$ cat config.mk
export PLATFORM = sky130hd
export DESIGN_NAME = idma_axi_wr_slave
export DESIGN_NICKNAME = d
export VERILOG_FILES = /design/src/rtl/idma_axi_wr_slave.sv
export SDC_FILE = /design/constraint.sdc
export NUM_CORES = 1
export LEC_CHECK = 0
export CAP_MARGIN = 10
export CORE_AREA = 2 2 264 266
export DETAILED_ROUTE_END_ITERATION = 8
export DIE_AREA = 0 0 266 268
export PLACE_DENSITY = 0.53
export SLEW_MARGIN = 10
export SYNTH_ARGS = -nofsm -noshare
export SYNTH_HDL_FRONTEND = slang
export SYNTH_SLANG_ARGS = --single-unit
$ cat constraint.sdc
create_clock -name aclk -period 10.7 [get_ports aclk]
set_clock_uncertainty 0.15 [all_clocks]
set_input_delay 2.675 -clock aclk [delete_from_list [all_inputs] [get_ports aclk]]
set_output_delay 2.675 -clock aclk [all_outputs]
set_load 0.05 [all_outputs]
$ cat src/rtl/idma_axi_wr_slave.sv
// idma_axi_wr_slave: AXI3 write-burst responder terminating iDMA writes on a local SRAM port
module idma_axi_wr_slave #(
  parameter int AXI_DATA_WID = 256,
  parameter int AXI_ADDR_WID = 32,
  parameter int AXI_IDW      = 4,
  parameter int AXI_LENW     = 4,
  parameter int AXI_STRBW    = AXI_DATA_WID / 8,
  parameter int MEM_AW       = 12,
  parameter int CMD_DEPTH    = 4,
  parameter int BRSP_DEPTH   = 4
) (
  input  logic                    aclk,
  input  logic                    areset,
  input  logic                    i_awvalid,
  output logic                    o_awready,
  input  logic [AXI_IDW-1:0]      i_awid,
  input  logic [AXI_ADDR_WID-1:0] i_awaddr,
  input  logic [AXI_LENW-1:0]     i_awlen,
  input  logic [2:0]              i_awsize,
  input  logic [1:0]              i_awburst,
  input  logic [1:0]              i_awlock,
  input  logic [3:0]              i_awcache,
  input  logic [2:0]              i_awprot,
  input  logic                    i_wvalid,
  output logic                    o_wready,
  input  logic [AXI_IDW-1:0]      i_wid,
  input  logic                    i_wlast,
  input  logic [AXI_DATA_WID-1:0] i_wdata,
  input  logic [AXI_STRBW-1:0]    i_wstrb,
  output logic                    o_bvalid,
  input  logic                    i_bready,
  output logic [AXI_IDW-1:0]      o_bid,
  output logic [1:0]              o_bresp,
  output logic                    o_mem_we,
  output logic [MEM_AW-1:0]       o_mem_addr,
  output logic [AXI_DATA_WID-1:0] o_mem_wdata,
  output logic [AXI_STRBW-1:0]    o_mem_wstrb,
  output logic                    o_idle,
  output logic [7:0]              o_err_cnt
);
  localparam int CPW = $clog2(CMD_DEPTH);
  localparam int BPW = $clog2(BRSP_DEPTH);
  typedef enum logic [1:0] {W_IDLE, W_DATA, W_DRAIN} w_state_e;
  typedef struct packed {
    logic [AXI_IDW-1:0]  id;
    logic [MEM_AW-1:0]   addr;
    logic [AXI_LENW-1:0] len;
    logic [1:0]          burst;
    logic                illegal;
  } cmd_t;
  typedef struct packed {
    logic [AXI_IDW-1:0] id;
    logic [1:0]         resp;
  } brsp_t;
  cmd_t                  cmd_mem_q [CMD_DEPTH];
  brsp_t                 b_mem_q [BRSP_DEPTH];
  logic [CPW:0]          cmd_wp_q, cmd_wp_d, cmd_rp_q, cmd_rp_d;
  logic [BPW:0]          b_wp_q, b_wp_d, b_rp_q, b_rp_d;
  w_state_e              state_q, state_d;
  logic [AXI_LENW-1:0]   beat_cnt_q, beat_cnt_d;
  logic [MEM_AW-1:0]     cur_addr_q, cur_addr_d;
  logic                  err_q, err_d;
  logic [7:0]            err_cnt_q, err_cnt_d;
  logic                  mem_we_q, mem_we_d;
  logic [MEM_AW-1:0]     mem_addr_q, mem_addr_d;
  logic [AXI_DATA_WID-1:0] mem_wdata_q, mem_wdata_d;
  logic [AXI_STRBW-1:0]  mem_wstrb_q, mem_wstrb_d;
  logic                  cmd_full, cmd_empty, b_full, b_empty;
  logic                  aw_hs, w_hs, b_pop, fin, fin_err, beat_err;
  cmd_t                  head;
  brsp_t                 b_head;
  logic                  unused;
  assign unused    = ^{i_awlock, i_awcache, i_awprot, i_awaddr[AXI_ADDR_WID-1:MEM_AW+5], i_awaddr[4:0]};
  assign cmd_empty = cmd_wp_q == cmd_rp_q;
  assign cmd_full  = (cmd_wp_q[CPW] != cmd_rp_q[CPW]) && (cmd_wp_q[CPW-1:0] == cmd_rp_q[CPW-1:0]);
  assign b_empty   = b_wp_q == b_rp_q;
  assign b_full    = (b_wp_q[BPW] != b_rp_q[BPW]) && (b_wp_q[BPW-1:0] == b_rp_q[BPW-1:0]);
  assign head      = cmd_mem_q[cmd_rp_q[CPW-1:0]];
  assign b_head    = b_mem_q[b_rp_q[BPW-1:0]];
  assign o_awready = !cmd_full && !areset;
  assign o_wready  = (state_q != W_IDLE) && !b_full;
  assign o_bvalid  = !b_empty;
  assign o_bid     = b_empty ? '0 : b_head.id;
  assign o_bresp   = b_empty ? 2'b00 : b_head.resp;
  assign o_idle    = cmd_empty && (state_q == W_IDLE) && b_empty;
  assign o_err_cnt = err_cnt_q;
  assign o_mem_we    = mem_we_q;
  assign o_mem_addr  = mem_addr_q;
  assign o_mem_wdata = mem_wdata_q;
  assign o_mem_wstrb = mem_wstrb_q;
  assign aw_hs     = i_awvalid && o_awready;
  assign w_hs      = i_wvalid && o_wready;
  assign b_pop     = o_bvalid && i_bready;
  // a wid mismatch poisons this beat and everything after it in the burst
  assign beat_err  = err_q || (i_wid != head.id);
  // W burst tracking, memory write generation and burst-end bookkeeping
  always_comb begin
    state_d     = state_q;
    beat_cnt_d  = beat_cnt_q;
    cur_addr_d  = cur_addr_q;
    err_d       = err_q;
    mem_we_d    = 1'b0;
    mem_addr_d  = mem_addr_q;
    mem_wdata_d = mem_wdata_q;
    mem_wstrb_d = mem_wstrb_q;
    fin         = 1'b0;
    fin_err     = 1'b0;
    if (state_q == W_IDLE && !cmd_empty) begin
      state_d    = W_DATA;
      beat_cnt_d = '0;
      cur_addr_d = head.addr;
      err_d      = head.illegal;
    end
    if (state_q == W_DATA && w_hs) begin
      mem_we_d    = !beat_err;
      mem_addr_d  = beat_err ? mem_addr_q : cur_addr_q;
      mem_wdata_d = beat_err ? mem_wdata_q : i_wdata;
      mem_wstrb_d = beat_err ? mem_wstrb_q : i_wstrb;
      beat_cnt_d  = beat_cnt_q + AXI_LENW'(1);
      cur_addr_d  = head.burst[0] ? cur_addr_q + MEM_AW'(1) : cur_addr_q;
      err_d       = beat_err;
      fin         = i_wlast;
      fin_err     = beat_err || (beat_cnt_q < head.len);
      err_d       = (!i_wlast && beat_cnt_q == head.len) ? 1'b1 : err_d;
      state_d     = (!i_wlast && beat_cnt_q == head.len) ? W_DRAIN : state_d;
    end
    if (state_q == W_DRAIN && w_hs && i_wlast) begin
      fin     = 1'b1;
      fin_err = 1'b1;
    end
    state_d   = fin ? W_IDLE : state_d;
    err_cnt_d = (fin && fin_err && err_cnt_q != 8'hFF) ? err_cnt_q + 8'd1 : err_cnt_q;
    cmd_wp_d  = aw_hs ? cmd_wp_q + (CPW+1)'(1) : cmd_wp_q;
    cmd_rp_d  = fin ? cmd_rp_q + (CPW+1)'(1) : cmd_rp_q;
    b_wp_d    = fin ? b_wp_q + (BPW+1)'(1) : b_wp_q;
    b_rp_d    = b_pop ? b_rp_q + (BPW+1)'(1) : b_rp_q;
  end
  // queue storage; entries are only read once their pointer marks them valid
  always_ff @(posedge aclk) begin
    if (aw_hs) cmd_mem_q[cmd_wp_q[CPW-1:0]] <= '{i_awid, i_awaddr[MEM_AW+4:5], i_awlen, i_awburst, (i_awsize != 3'd5) || i_awburst[1]};
    if (fin) b_mem_q[b_wp_q[BPW-1:0]] <= '{head.id, fin_err ? 2'b10 : 2'b00};
  end
  // control state, pointers, counters and the registered memory port
  always_ff @(posedge aclk) begin
    if (areset) begin
      state_q     <= W_IDLE;
      beat_cnt_q  <= '0;
      cur_addr_q  <= '0;
      err_q       <= 1'b0;
      err_cnt_q   <= '0;
      cmd_wp_q    <= '0;
      cmd_rp_q    <= '0;
      b_wp_q      <= '0;
      b_rp_q      <= '0;
      mem_we_q    <= 1'b0;
      mem_addr_q  <= '0;
      mem_wdata_q <= '0;
      mem_wstrb_q <= '0;
    end else begin
      state_q     <= state_d;
      beat_cnt_q  <= beat_cnt_d;
      cur_addr_q  <= cur_addr_d;
      err_q       <= err_d;
      err_cnt_q   <= err_cnt_d;
      cmd_wp_q    <= cmd_wp_d;
      cmd_rp_q    <= cmd_rp_d;
      b_wp_q      <= b_wp_d;
      b_rp_q      <= b_rp_d;
      mem_we_q    <= mem_we_d;
      mem_addr_q  <= mem_addr_d;
      mem_wdata_q <= mem_wdata_d;
      mem_wstrb_q <= mem_wstrb_d;
    end
  end
endmodule

==> summary.md, run 1 <==
| Metric | Value |
|---|---|
| Die width | 266 µm |
| Leakage power total | 8.336 nW |
| Critical path class | primary input to output pin |
| Die Y | 268 µm |
| Synthesized netlist net count | 2,129 |
| Cell taking the most area after synthesis | dfxtp_1 |
| Routed WL per cell | 17.75 µm |
| Pwr/cell area | 151.2 nW/µm² |
| Worst-path cell chain | buf_8, inv_1, o21a_1, clkdlybuf4s50_1 |
| Hold endpoint | o_mem_wdata[162] |
| Initial core utilization | 24.85% |
| Synth warnings | 0 |
| Setup TNS | 0 ns |
| RD Place Congestion | 0.8274 |
| Worst hold stages | 2 |
| DR pass1 iterations | 4 |
| Nets | 2,715 |
| Main combinational cell family by area after synthesis | simple AND/OR/NAND/NOR gates |
| Sequential share of the synthesized area | 59.76% |
| Number of synthesized flops with an enable pin | 108 |
| Initial DRC count | 780 |
| Fillers | 6,799 |
| Post-CTS resize count | 0 |
| Cells after Synth | 1,760 |
| Cell variety after synth | 54 |
| Global-route wire length before repair | 84,130 µm |
| Start point of the worst hold path | o_mem_wdata[162] |
| Number of I/O port buffers | 640 |
| Crit path required time | 7.88 ns |
| Pint | 2.961 mW |
| Total track usage | 15.29% |
| Vias per inst | 4.396 |
| Sequential fraction of design power | 46.7% |
| Post-synth ARST share | 0% |
| Post-Synth XOR/XNOR Area | 0.9817% |
| Storage cell area | 10,130 µm² |
| Routed via count | 14,380 |
| Post-CTS Setup Repair Bufs | 0 |
| Post-synthesis average cell area | 9.631 µm² |
| Critical path endpoint category | output pin |
| Antenna-violating nets left | 0 |
| Fin area | 25,490 µm² |
| Combinational share of power | 8.6% |
| Die area | 71,290 µm² |
| Slew HR | 23.23% |
| CTS buffer count | 51 |
| Core Footprint | 68,230 µm² |
| Detailed-placement wirelength estimate | 41,100 µm |
| Top cells by area, synth | dfxtp_1, edfxtp_1, nand2_1 |
| VDD IR max | 0.00009984 V |
| Synth Register Bits | 452 |
| Net Sw Frac | 23.16% |
| Clk root buf | clkbuf_16 |
| Worst setup SP type | primary input |
| Complex-gate fraction of the synthesized area | 11.60% |
| Largest net degree at the start of global routing | 163 |
| Area growth syn-to-layout | 50.35% |
| Fmax | 0.1336 GHz |
| Layout cell share with drive strength beyond 1 | 5.747% |
| Unrepaired setup endpoints after global routing | no |
| Syn Std Cell Area | 16,950 µm² |
| H-tree levels | 2 |
| CTS tree | done |
| FF-to-FF setup slack | 6.00 ns |
| Tmin final | 7.486 ns |
| Post-synthesis mux area share | 3.934% |
| Slew Limit Fails | 0 |
| Period utilization | 69.97% |
| CP Max Fanout | 108 |
| CTS Buffer Depth | 3 |
| CTS hold repair buffers | 0 |
| Remaining global-route overflow | 0 |
| Share of the synthesized area in the top cell type | 40.63% |
| Clock power share | 44.7% |
| Worst slew pin tran | 1.142 ns |
| # setup viols final | 0 |
| Adder-Cell Fraction of Synth Area | 1.255% |
| Area of the multi-input gates | 5972 µm² |
| Switching power | 0.8926 mW |
| Post-Synth Simple-Gate Area | 17.28% |
| Via count of the first global-routing pass | 13,730 |
| Area after DPL | 23,820 µm² |
| Worst-Skew Late Latency | 0.59 ns |
| CP max stage cell | clkdlybuf4s50_1 |
| Most used DFF post-synth | dfxtp_1 |
| Clk slew on worst S/H paths | 0.05 ns |
| Critical R2R Capture | o_mem_wdata[43] |
| CP max stage delay | 0.73 ns |
| DRC | 0 |
| Status | completed |
| Crit path DAT | 4.66 ns |
| Io pins | 671 |
| Worst Hold Class | flop to flop |
| Hold Vio Cnt, Final | 0 |
| Max Cap Viol | 0 |
| Cell depth of the worst flop-to-flop path | 9 |
| CTS Sinks | 452 |
| Final WL | 58,050 µm |
| Row count | 96 |
| Initial antenna violation count | 3 |
[area by class of cell]
class,count,share of cell area [%]
clock inverter,17,0.6431
clock buffer,74,5.857
tap,882,4.330
antenna,5,0.04909
multi-input combinational,1171,23.43
sequential,452,39.74
timing repair buffer,657,25.75
inverter,13,0.1915
[state kept, by name (all words and copies together), names as in the netlist, named ones only]
register / cells
cmd_wp_q: 3
state_q: 2
o_mem_wdata: 256
b_mem_q: 20
o_mem_addr: 12
b_wp_q: 3
cmd_mem_q: 88
cmd_rp_q: 3
b_rp_q: 3
o_err_cnt: 8
beat_cnt_q: 4
err_q: 1
o_mem_wstrb: 32
o_mem_we: 1
cur_addr_q: 12
[synth_stat cells (6+ instances only)]
| master | n |
|---|---|
| nand3_1 | 7 |
| inv_1 | 13 |
| and2_1 | 16 |
| clkbuf_1 | 51 |
| nand2_1 | 625 |
| buf_4 | 32 |
| nor3b_1 | 6 |
| mux2i_1 | 7 |
| nor2_1 | 33 |
| xor2_1 | 10 |
| nor3_1 | 8 |
| ha_1 | 17 |
| and3_1 | 7 |
| a21oi_1 | 325 |
| edfxtp_1 | 108 |
| mux4_2 | 26 |
| buf_2 | 8 |
| xnor2_1 | 9 |
| o21ai_0 | 15 |
| dfxtp_1 | 344 |
| nand4_1 | 6 |
| buf_6 | 31 |
[worst max-delay path by stage]
stage               startpoint        end  cells after the start
detailed placement      areset  o_awready                      4
CTS                     areset  o_awready                      4
global placement        areset  o_awready                      4
finish                  areset  o_awready                      4
global route            areset  o_awready                      4
floorplan               areset  o_awready                      3
[logic make-up after synthesis]
kind of cell,after synthesis
adder cells (fa/ha/maj),17
AO/OA/AOI/OAI,370
other,1
AND/OR/NAND/NOR,730
flip-flops,452
multiplexers,34
buffers and inverters,137
XOR/XNOR,19
[through the flow]
| stage | power (mW) | setup slack, ns | instances | hold WS [ns] | util, % |
|---|---|---|---|---|---|
| finish | 3.854 | 3.214 | 3271 | 0.3004 | 37.36 |
| global route | 4.019 | 3.086 | 3267 | 0.3138 | 37.34 |
| CTS | 3.924 | 3.191 | 3266 | 0.3035 | 37.34 |
| detailed placement | 2.172 | 3.191 | 3175 | 0.2956 | 34.91 |
| global placement | 2.167 | 3.208 | 3175 | 0.2920 | 34.91 |
| floorplan | 1.984 | 4.421 | 1760 | 0.2958 | - |
[placed cells by master (no fill, tap or decap), types with 16 or more instances in the layout]
cell type / count
edfxtp_1: 108
dfxtp_1: 344
and2_1: 16
nor2_1: 32
clkdlybuf4s50_1: 639
a21oi_1: 325
clkbuf_16: 51
mux4_2: 26
nand2_1: 625
ha_1: 17
[power groups by stage]
stage | combinational, mW | sequential (mW) | clock, mW
after detailed placement | 0.336 | 1.84 | 0
after floorplan | 0.132 | 1.85 | 0
final | 0.333 | 1.80 | 1.72
after CTS | 0.338 | 1.80 | 1.79
after global routing | 0.358 | 1.80 | 1.86
after global placement | 0.333 | 1.83 | 0
[layer usage]
| layer | vias up | global-route usage, % | routed length, µm |
|---|---|---|---|
| met1 | 6792 | 18.08 | 23130 |
| met3 | 88 | 4.298 | 3929 |
| met5 | - | 0 | 27 |
| met2 | 417 | 26.77 | 29540 |
| li1 | 7077 | - | - |
| met4 | 4 | 4.859 | 1433 |
[critical path: cells and delay by family]
kind / cells / cell delay, ns
buffers and inverters: 3 / 1.61
AO/OA/AOI/OAI: 1 / 0.28
Note: power is estimated with default switching activity, not from simulation.
==> inputs of run 2 (changes only) <==
CORE_AREA = 2 2 260 262   (was 2 2 264 266)
DIE_AREA = 0 0 262 264   (was 0 0 266 268)
PLACE_DENSITY = 0.56   (was 0.53)
clock period = 6.1 ns   (was 10.7 ns; I/O delays follow)
==> run 2 against run 1 <==
Critical path depth unchanged. Flip-flop and latch count is the same. Power increased by 78%. Register-to-register slack worse by 3.7 ns. Design area increased by 0.58%. Via count grew 0.11%. Utilization increased by 1.2 points. Cell count down 0.12%. Critical path type is now flop to output pin. Largest cell class unchanged. Largest power group unchanged.
==> summary.md, run 2 (synthesis gave the netlist of run 1 again) <==
| Metric | Value |
|---|---|
| Period utilization | 81.89% |
| DR pass1 iterations | 5 (+1) |
| Worst Hold Class | flop to flop |
| Leakage power total | 8.418 nW (+0.98%) |
| Detailed-placement wirelength estimate | 42,220 µm (+2.7%) |
| DRC | 0 (unchanged) |
| Slew HR | 24.92% (+1.7 points) |
| Status | completed |
| CTS hold repair buffers | 0 (unchanged) |
| Initial antenna violation count | 3 (unchanged) |
| Fmax | 0.2002 GHz |
| Layout cell share with drive strength beyond 1 | 6.059% (+0.31 points) |
| Hold WS | 0.3021 ns (+0.001733 ns) |
| Routed via count | 14,390 (+0.11%) |
| Max reg flops | 256 (unchanged) |
| Most common cell after layout, fill and taps aside | clkdlybuf4s50_1 |
| # setup viols final | 0 (unchanged) |
| Dpl ws | 1.145 ns (-2.045 ns) |
| RD Place Congestion | 0.8740 (+5.6%) |
| Post-route setup slack | 1.104 ns (-2.109 ns) |
| Final non-filler cell total | 3,267 (-0.12%) |
| Number of I/O port buffers | 640 (unchanged) |
| Clk slew on worst S/H paths | 0.06 ns (about the same) |
| Pint | 5.269 mW (+78%) |
| Max Cap Viol | 0 (unchanged) |
| Crit path required time | 4.43 ns (-3.45 ns) |
| Slew Limit Fails | 0 (unchanged) |
| Largest net degree at the start of global routing | 156 (-4.3%) |
| Tmin final | 4.996 ns |
| Global-route wire length before repair | 84,660 µm (+0.62%) |
| Area after DPL | 23,900 µm² (+0.34%) |
| Critical path class | flop to output pin |
| Pwr/cell area | 267.5 nW/µm² (+77%) |
| CP Max Fanout | 10 (-91%) |
| Io pins | 671 (unchanged) |
| Vias per inst | 4.406 (+0.23%) |
| Most frequent cells in the layout | clkdlybuf4s50_1, nand2_1, dfxtp_1 |
| Critical path endpoint category | output pin |
| Total track usage | 15.89% (+0.60 points) |
| CTS Sinks | 452 (unchanged) |
| Die width | 262 µm (-1.5%) |
| Combinational share of power | 8.5% (about the same) |
| Worst-Skew Late Latency | 0.58 ns (about the same) |
| Clock power share | 45.5% (+0.8 points) |
| Hold Vio Cnt, Final | 0 (unchanged) |
| Routed WL per cell | 17.77 µm (+0.14%) |
| Clk root buf | clkbuf_16 |
| Die area | 69,170 µm² (-3.0%) |
| Initial DRC count | 878 (+13%) |
| Area growth syn-to-layout | 51.23% |
| Worst setup SP type | flop |
| Worst slew pin tran | 1.117 ns (-0.02528 ns) |
| H-tree levels | 2 (unchanged) |
| Fin area | 25,640 µm² (+0.58%) |
| Setup TNS | 0 ns (unchanged) |
| Post-CTS Setup Repair Bufs | 0 (unchanged) |
| Unrepaired setup endpoints after global routing | no |
| Antenna-violating nets left | 0 (unchanged) |
| Net Sw Frac | 23.16% (about the same) |
| Core Footprint | 66,560 µm² (-2.4%) |
| CTS Buffer Depth | 3 (unchanged) |
| CTS buffer count | 52 (+2.0%) |
| Row count | 95 (-1.0%) |
| Crit path DAT | 3.32 ns (-1.34 ns) |
| Sequential fraction of design power | 46.0% (-0.7 points) |
| FF-to-FF setup slack | 2.26 ns (-3.74 ns) |
| Switching power | 1.588 mW (+78%) |
| CTS tree | done |
| Die Y | 264 µm (-1.5%) |
| VDD IR max | 0.0002125 V (+110%) |
| Final WL | 58,070 µm (about the same) |
| Via count of the first global-routing pass | 13,970 (+1.8%) |
| Initial core utilization | 25.47% (+0.62 points) |
| Remaining global-route overflow | 0 (unchanged) |
| Nets | 2,720 (+0.18%) |
| Fillers | 6,547 (-3.7%) |
| Placed Cells | 3,170 (-0.16%) |
| Post-CTS resize count | 0 (unchanged) |
run 2: cell count changes in the layout (fill, tap and decap cells not counted), sizes merged:
cell	change
bufinv	+1
clkbuf	-3
buf	+4
clkinv	+11
inv	-4
diode	-4
run 2: worst paths after layout:
check                                      start          endpoint  cells after the start
worst max-delay path                   b_rp_q[2]            o_idle                      4
worst min-delay path            o_mem_wdata[151]  o_mem_wdata[151]                      2
worst max register to register              flop      o_err_cnt[5]                     10
worst min register to register  o_mem_wdata[151]  o_mem_wdata[151]                      2
run 2: worst max-delay path, stage by stage, from the launching register on:
cell,delay (ns)
dfxtp_1,0.33
xnor2_1,0.46
or3b_2,0.63
nor4_1,0.43
clkdlybuf4s50_1,0.89
run 2: power by group through the flow:
stage	logic, mW	clock network [mW]	registers (mW)
6_report	0.586	3.12	3.15
4_1_cts	0.592	3.24	3.15
5_1_grt	0.630	3.34	3.16
2_1_floorplan	0.232	0	3.25
3_3_place_gp	0.582	0	3.22
3_5_place_dp	0.588	0	3.22
run 2: per-layer routing:
layer	global-route usage, %	wire (µm)	vias to the layer above	part of all wire, %
met5	0	25	-	0.043
met4	5.833	1880	4	3.2
met3	4.817	4769	105	8.2
met2	27.16	28230	432	49
met1	18.63	23160	6755	40
li1	-	-	7098	-
run 2: cell type report:
type,instances,area [µm²],area share [%]
multi-input cells,1171,5972,23.30
diodes,1,2.502,0.009761
flip-flops and latches,452,10130,39.51
inverters,13,48.80,0.1903
well taps,873,1092,4.261
clock buffers,71,1505,5.871
clock inverters,25,229.0,0.8932
repair buffers,661,6656,25.97
run 2: through the flow:
| step | total power [mW] | util (%) |
|---|---|---|
| 2_1_floorplan | 3.480 | - |
| 3_3_place_gp | 3.797 | 35.90 |
| 3_5_place_dp | 3.807 | 35.90 |
| 4_1_cts | 6.982 | 38.51 |
| 5_1_grt | 7.135 | 38.51 |
| 6_report | 6.857 | 38.51 |
